**src/rtl/irq_encoder_8_3.sv**
```systemverilog
// 8-to-3 priority interrupt encoder: synchronizes active-low requests, latches
// falling edges into a pending register and presents the top enabled request over an irq/ack handshake.
//
// state   | meaning
// --------+-------------------------------------------------------------
// IDLE    | no request presented; waiting for an enabled pending bit
// ASSERT  | irq=1, code frozen; waiting for ack to go high
// RELEASE | serviced bit cleared, irq=0; waiting for ack to go low

module irq_encoder_8_3 #(
    parameter int SYNC_STAGES = 2
) (
    input  logic       clk,
    input  logic       rst_n,
    input  logic [7:0] req_n,
    input  logic       mask_we,
    input  logic [7:0] mask_in,
    input  logic       ack,
    output logic       irq,
    output logic [2:0] code,
    output logic [7:0] pending
);

    typedef enum logic [1:0] {
        IDLE    = 2'd0,
        ASSERT  = 2'd1,
        RELEASE = 2'd2
    } state_t;

    localparam logic [2:0] ARM_INIT = 3'(SYNC_STAGES + 1);

    state_t                      state;
    state_t                      state_next;
    logic [SYNC_STAGES-1:0][7:0] sync_q;
    logic [7:0]                  req_sync;
    logic [7:0]                  prev_q;
    logic [7:0]                  mask;
    logic [2:0]                  arm_cnt;
    logic                        armed;
    logic [7:0]                  fall;
    logic [7:0]                  eligible;
    logic [2:0]                  top_idx;
    logic [7:0]                  clr;
    logic [7:0]                  pending_next;
    logic                        irq_next;
    logic [2:0]                  code_next;

    assign req_sync = sync_q[SYNC_STAGES-1];

    // Edge detection stays disarmed until prev_q holds a real sample, so a line
    // already low when reset is released is seen as steady, not as a new request.
    assign armed    = (arm_cnt == 3'd0);
    assign fall     = prev_q & ~req_sync & {8{armed}};
    assign eligible = pending & mask;

    always_ff @(posedge clk or negedge rst_n) begin
        if (!rst_n) begin
            sync_q  <= {SYNC_STAGES{8'hFF}};
            prev_q  <= 8'hFF;
            arm_cnt <= ARM_INIT;
        end else begin
            sync_q  <= {sync_q[SYNC_STAGES-2:0], req_n};
            prev_q  <= req_sync;
            if (!armed) begin
                arm_cnt <= arm_cnt - 3'd1;
            end
        end
    end

    always_ff @(posedge clk or negedge rst_n) begin
        if (!rst_n) begin
            mask <= 8'hFF;
        end else if (mask_we) begin
            mask <= mask_in;
        end
    end

    always_comb begin
        top_idx = 3'd0;
        for (int i = 0; i < 8; i++) begin
            if (eligible[i]) begin
                top_idx = 3'(i);
            end
        end
    end

    always_ff @(posedge clk or negedge rst_n) begin
        if (!rst_n) begin
            state   <= IDLE;
            irq     <= 1'b0;
            code    <= 3'd0;
            pending <= 8'h00;
        end else begin
            state   <= state_next;
            irq     <= irq_next;
            code    <= code_next;
            pending <= pending_next;
        end
    end

    always_comb begin
        state_next = state;
        irq_next   = irq;
        code_next  = code;
        clr        = 8'h00;
        case (state)
            IDLE: begin
                irq_next = 1'b0;
                if (|eligible) begin
                    code_next  = top_idx;
                    irq_next   = 1'b1;
                    state_next = ASSERT;
                end
            end
            ASSERT: begin
                irq_next = 1'b1;
                if (ack) begin
                    clr        = 8'h01 << code;
                    irq_next   = 1'b0;
                    state_next = RELEASE;
                end
            end
            RELEASE: begin
                irq_next = 1'b0;
                if (!ack) begin
                    state_next = IDLE;
                end
            end
            default: begin
                irq_next   = 1'b0;
                state_next = IDLE;
            end
        endcase
        // A fresh edge on the bit being serviced wins over its clear.
        pending_next = (pending & ~clr) | fall;
    end

endmodule

```
**config.mk**
```make
export PLATFORM = sky130hd
export DESIGN_NAME = irq_encoder_8_3
export DESIGN_NICKNAME = d
export VERILOG_FILES = /design/src/rtl/irq_encoder_8_3.sv
export SDC_FILE = /design/constraint.sdc
export NUM_CORES = 1
export LEC_CHECK = 0
export ABC_AREA = 1
export BUFFER_PORTS_ARGS = -buffer_cell sky130_fd_sc_hd__buf_2
export CAP_MARGIN = 20
export CORE_MARGIN = 2
export CORE_UTILIZATION = 48
export DETAILED_ROUTE_END_ITERATION = 8
export PLACE_DENSITY = 0.7
export SYNTH_ARGS = -nofsm -noshare
export SYNTH_HDL_FRONTEND = slang
export SYNTH_SLANG_ARGS = --single-unit
export TNS_END_PERCENT = 1
```
**constraint.sdc**
```tcl
create_clock -name clk -period 3.4 [get_ports clk]
set_input_delay 0.68 -clock clk [delete_from_list [all_inputs] [get_ports clk]]
set_output_delay 0.68 -clock clk [all_outputs]
set_load 0.01 [all_outputs]
```
==> metrics.yaml, run 1 <==
status:
  outcome: "completed"
grt:
  grt_first_pass_wirelength_mm: 4.823
  track_usage: 0.1514
  grt.overflow.total: 0
  antenna_found_initial: 0
  grt_pass1_vias: 1119
  grt_start_max_net_pins: 50
timing:
  clock.fmax_mhz: 635.6
  worstMarginPinSlew_ns: 0.3161
  skew_ns: 0.002815
  setup-tns-final_ns: 0
  max_slew_margin: 0.7893
  fin_crit_ns: 1.573
  setup_violations: 0
  fin_crit_sh: 0.4627
  slew_violations: 0
  whs_ns: 0.2690
  hold_viol: 0
  grt_setup_unrepaired: "false"
layout:
  num-fill-cells: 313
  num-nets-final: 199
  drive_above_1_share: 0.5281
  area_delta_synth_final_pct: 17.30
  insertedDiodeCount: 0
  final_area_um2: 2121
setup_path:
  r2r-start: "arm_cnt[0]"
  path_max_fanout: 5
  crit_type: "reg -> out"
  critical_path.max_stage_delay_ns: 0.44
  worstPathCellList: "buf_2"
  worst-path-buf-inv: 1
  required_ns: 2.72
  r2r_setup_slack_ns: 2.14
  r2r-end: "pending[1]"
  crit_arrival_ns: 0.89
  cp-start-kind: "flip-flop"
  cp_top_family: "flip-flops"
  crit_path_end_kind: "output pin"
  cp_slowest_cell: "dfrtp_1"
  r2r_cells: 6
synth:
  yosysUniqueCellTypes: 24
  synth-adder-area-share: 0.01384
  ys_seq_elements: 49
  syn_avg_cell_area_um2: 13.01
  synth_xor_area_frac: 0.009689
  seq_area_frac_synth: 0.7017
  synth-warning-count: 0
  synth_top_family_by_area: "simple AND/OR/NAND/NOR gates"
  netlist_instances: 139
  synthesis.nets: 161
  syn-cell-area_um2: 1808
  synth-compound-area-share: 0.08858
  yosys.area_share.simple: 0.1003
  synth_mux_area_frac: 0.04983
clock_network:
  clock_latency_ns: 0.29
  cts.path.max_buffers: 2
  htreeDepth: 2
  cts_resized: 0
  cts-buffers-inserted: 5
  clock-sinks: 49
  cts_hold_buf: 0
  cts_tree: "yes"
  post_cts_buffers: 0
  clk_pin_slew_worst_paths_ns: 0.08
  root_buffer: "clkbuf_8"
power:
  p_per_area_nw_per_um2: 653.4
  power.total_w: 0.001386
  vdd_drop_max_uv: 357.8
  leakagePower_nw: 0.9556
floorplanning:
  pin_count: 32
  die_height_um: 65.37
  rows: 22
  dieArea_um2: 4273
  die_x_um: 65.37
  core-area_um2: 3633
  start_util: 0.4976
route:
  dr.pass1.iters: 4
  detail-route-antenna-nets: 0
  drc_errors: 0
  num_vias: 1072
  wl_per_cell_um: 12.72
  viasPerCell: 4.743
  first_iter_violations: 34
  routed_wirelength_mm: 2.875
min_path:
  holdCritPathClass: "in -> async"
place:
  dpl_cell_area_um2: 2018
  dp_hpwl_mm: 2.091
  portBuffers: 31
  gp_congestion: 0.8727
flow_run:
  cap_violations: 0
==> worst max path at each step <==
stage,start,to,slack [ns],cells after the start
after floorplan,mask_we,mask[0],2.14,2
after global placement,rst_n,arm_cnt[2],1.90,1
after detailed placement,rst_n,arm_cnt[2],1.84,1
after CTS,code[0],code[0],1.82,1
after global routing,code[0],code[0],1.79,1
final,code[0],code[0],1.83,1
==> per-layer routing <==
layer | up-vias | routed length, µm | track usage
met3 | 5 | 170 | 0.03767
met2 | 33 | 1410 | 0.2602
met1 | 507 | 1246 | 0.1748
met5 | - | 0 | 0
li1 | 527 | - | -
met4 | 0 | 47 | 0.07813
==> flip-flops by register name, indices dropped and copies added, names as in the netlist <==
signal / cells
mask: 8
irq: 1
state: 2
arm_cnt: 3
prev_q: 8
req_sync: 8
sync_q: 8
code: 3
pending: 8
==> cells by family after synthesis <==
family,Yosys count
AO/OA/AOI/OAI,26
AND/OR/NAND/NOR,35
multiplexers,8
buffers and inverters,17
XOR/XNOR,2
adder cells (fa/ha/maj),2
flip-flops,49
==> cell usage after synthesis, drive strengths merged <==
cell type,count,area (µm²)
nand3,2,15.01
buf,1,5.000
dfrtp,15,375.4
o21ai,12,60.05
a21oi,3,18.77
xnor2,1,8.760
o31ai,10,75.07
nor2,7,46.29
mux2,8,90.09
nand3b,1,11.26
xor2,1,8.760
ha,2,25.02
dfstp,34,893.4
inv,16,60.06
a31oi,1,6.260
nand2,25,108.9
==> power by group <==
part           leakage (nW)  switching (W)  internal (W)
clock                0.0450       0.000173      0.000143
sequential            0.514      0.0000755      0.000686
combinational         0.397       0.000181      0.000129
==> placed cells by master (no fill, tap or decap), drive strengths merged <==
cell | synthesis | layout
dfstp | 34 | 34
buf | 1 | 32
nand2 | 25 | 25
inv | 16 | 16
dfrtp | 15 | 15
o21ai | 12 | 12
o31ai | 10 | 10
mux2 | 8 | 8
nor2 | 7 | 7
clkbuf | 0 | 6
a21oi | 3 | 3
ha | 2 | 2
clkinv | 0 | 2
nand3 | 2 | 2
nand3b | 1 | 1
xnor2 | 1 | 1
xor2 | 1 | 1
a31oi | 1 | 1
==> layout make-up <==
type	instances	area, µm²	share of cell area
multi-input cells	73	474.2	0.2236
repair buffers	32	175.2	0.08260
clock buffers	6	72.57	0.03422
well taps	48	60.06	0.02832
inverters	16	60.06	0.02832
clock inverters	2	10.01	0.004720
flip-flops and latches	49	1269	0.5982
==> per-stage QoR <==
step | utilization | instances | setup WS (ns)
4_1_cts | 0.5782 | 225 | 1.819
6_report | 0.5837 | 226 | 1.827
5_1_grt | 0.5837 | 226 | 1.792
3_5_place_dp | 0.5554 | 217 | 1.837
3_3_place_gp | 0.5554 | 217 | 1.897
2_1_floorplan | - | 139 | 2.140
No activity file was read; power rests on OpenSTA's default activity.
==> inputs of run 2 (changes only) <==
- PLACE_DENSITY: 0.7 -> 0.73
- clock period: 3.4 -> 1.4 ns (I/O delays scaled with it)
==> run 2 against run 1 <==
Against the previous run:
- critical endpoint is now pending[5]
- register-to-register slack got worse by 2.0 ns
- global-route usage increased by 0.48 points
- wire length is 1.0% lower
- sequential share of layout area decreased by 0.56 points
- critical path type is now reg -> reg
- utilization rose by 0.55 points
- largest cell class unchanged
- first-iteration DRC count up 62%
- sequential power is 140% higher
- cell area increased by 0.94%
- non-clock buffer count rose by 1
- highest routed layer unchanged
- total power grew 150%
==> metrics.yaml, run 2 (synthesis results as in run 1) <==
place:
  portBuffers: 31  # unchanged
  dpl_cell_area_um2: 2038  # +0.99%
  dp_hpwl_mm: 2.132  # +2.0%
  gp_congestion: 0.8237  # -5.6%
power:
  p_per_area_nw_per_um2: 1614  # +150%
  power_frac_comb: 0.220  # -0.003
  switching_share: 0.3213  # +0.01188
  power.total_w: 0.003455  # +150%
  leakagePower_nw: 0.9643  # +0.91%
  p_seq_frac: 0.535  # -0.014
  p_sw_w: 0.001110  # +160%
  vdd_drop_max_uv: 1005  # +180%
  clkPwrFrac: 0.245  # +0.018
  p_int_w: 0.002345  # +150%
floorplanning:
  core-area_um2: 3633  # unchanged
  start_util: 0.4976  # unchanged
  die_x_um: 65.37  # unchanged
  rows: 22  # unchanged
  pin_count: 32  # unchanged
  die_height_um: 65.37  # unchanged
  dieArea_um2: 4273  # unchanged
route:
  num_vias: 1116  # +4.1%
  drc_errors: 0  # unchanged
  first_iter_violations: 55  # +62%
  dr.pass1.iters: 4  # unchanged
  routed_wirelength_mm: 2.845  # -1.0%
  viasPerCell: 4.916  # +3.6%
  detail-route-antenna-nets: 0  # unchanged
  wl_per_cell_um: 12.53  # -1.5%
flow_run:
  cap_violations: 0  # unchanged
setup_path:
  critPathMostFrequentCell: "inv_1"
  cp_top_family: "flip-flops"
  r2r-end: "pending[5]"
  worstPathCellList: "inv_1 > ha_1 > inv_1 > nor2_4 > inv_2 > o31ai_1"
  worst-path-buf-inv: 3  # +2
  r2r_setup_slack_ns: 0.14  # -2.00 ns
  crit_path_end_kind: "flip-flop"
  r2r_cells: 6  # unchanged
  cp_slowest_cell: "dfstp_2"
  path_max_fanout: 8  # +3
  crit_arrival_ns: 1.45  # +0.56 ns
  crit_type: "reg -> reg"
  required_ns: 1.59  # -1.13 ns
  r2r-start: "arm_cnt[0]"
  cp-start-kind: "flip-flop"
  critical_path.max_stage_delay_ns: 0.53  # +0.09 ns
grt:
  track_usage: 0.1562  # +0.004789
  grt_first_pass_wirelength_mm: 4.802  # -0.44%
  antenna_found_initial: 0  # unchanged
  met3_usage: 0.05822  # +0.02055
  grt.overflow.total: 0  # unchanged
  grtUsageMet2: 0.2551  # -0.005102
  grt_pass1_vias: 1104  # -1.3%
  grt_start_max_net_pins: 50  # unchanged
  use_met1: 0.1804  # +0.005617
  grt-busiest-layer: "met2"
clock_network:
  clock-sinks: 49  # unchanged
  root_buffer: "clkbuf_8"
  htreeDepth: 2  # unchanged
  cts.path.max_buffers: 2  # unchanged
  post_cts_buffers: 0  # unchanged
  cts-buffers-inserted: 5  # unchanged
  clock_latency_ns: 0.31  # +0.02 ns
  cts_tree: "yes"
  clk_pin_slew_worst_paths_ns: 0.09  # about the same
min_path:
  holdCritPathClass: "in -> reg"
  hp-start: "req_n[5]"
  hold_path_end: "sync_q[5]"
  min_path_cells: 1
status:
  outcome: "completed"
layout:
  drive_above_1_share: 0.5307  # +0.002636
  final_area_um2: 2141  # +0.94%
  insertedDiodeCount: 0  # unchanged
  num-nets-final: 200  # +0.50%
  area_delta_synth_final_pct: 18.41
  layout_common_cells: "dfstp_2, buf_2, nand2_1"
  layout_commonest_cell: "dfstp_2"
timing:
  max_slew_margin: 0.8211  # +0.03185
  setup_violations: 0  # unchanged
  slew_violations: 0  # unchanged
  fin_crit_sh: 0.8970
  worstMarginPinSlew_ns: 0.2673  # -0.04875 ns
  fin_crit_ns: 1.256
  whs_ns: 0.06536  # -0.2036 ns
  skew_ns: 0.009509  # +0.006694 ns
  setup-tns-final_ns: 0  # unchanged
  hold_viol: 0  # unchanged
  clock.fmax_mhz: 796.3
  grt_setup_unrepaired: "false"
## run 2: changes by cell type in the layout (fill, tap and decap cells not counted), sizes merged
cell / previous run / this run
clkinv: 2 / 0
dlygate4sd3: 0 / 1
clkbuf: 6 / 5
inv: 16 / 19
## run 2: how the worst max path moves through the flow
| stage | from | endpoint | cells after the start | slack [ns] |
|---|---|---|---|---|
| after floorplan | arm_cnt[0] | pending[0] | 6 | 0.24 |
| after global placement | arm_cnt[0] | pending[6] | 6 | 0.21 |
| after detailed placement | arm_cnt[0] | pending[5] | 6 | 0.13 |
| after CTS | arm_cnt[0] | pending[5] | 6 | 0.13 |
| after global routing | arm_cnt[0] | pending[2] | 6 | 0.04 |
| final | arm_cnt[0] | pending[5] | 6 | 0.14 |
## run 2: per-layer routing
metal	part of all wire	wire (µm)
met3	0.064	182
met1	0.42	1182
met5	0	0
met4	0.020	56
met2	0.50	1424
## run 2: final cells by class
| class | instances | area (µm²) |
|---|---|---|
| clock buffers | 5 | 68.82 |
| clock inverters | 3 | 23.77 |
| fillers | 306 | 1493 |
| inverters | 16 | 60.06 |
| multi-input cells | 73 | 474.2 |
| flip-flops and latches | 49 | 1269 |
| well taps | 48 | 60.06 |
| repair buffers | 33 | 185.2 |
## run 2: through the flow
stage,utilization,setup slack (ns),std cells
3_3_place_gp,0.5610,0.2090,218
5_1_grt,0.5892,0.03651,227
2_1_floorplan,-,0.2429,139
6_report,0.5892,0.1443,227
3_5_place_dp,0.5610,0.1316,218
4_1_cts,0.5892,0.1257,227
## run 2: power by group through the flow
stage | Sequential [W] | Clock, W | Combinational [W]
after global placement | 0.00186 | 0 | 0.000732
after global routing | 0.00188 | 0.000941 | 0.000852
final | 0.00185 | 0.000848 | 0.000759
after detailed placement | 0.00188 | 0 | 0.000764
after CTS | 0.00185 | 0.000879 | 0.000767
after floorplan | 0.00189 | 0 | 0.000437
## run 2: worst register-to-register path, cell delays in order (launching register included)
cell,delay [ns]
dfstp_2,0.53
inv_1,0.07
ha_1,0.19
inv_1,0.09
nor2_4,0.06
inv_2,0.12
o31ai_1,0.09
## run 2: repair_timing
item,CTS,global route
hold buffers,1,0
endpoints found under the hold margin,15,0
gates resized for setup,0,0
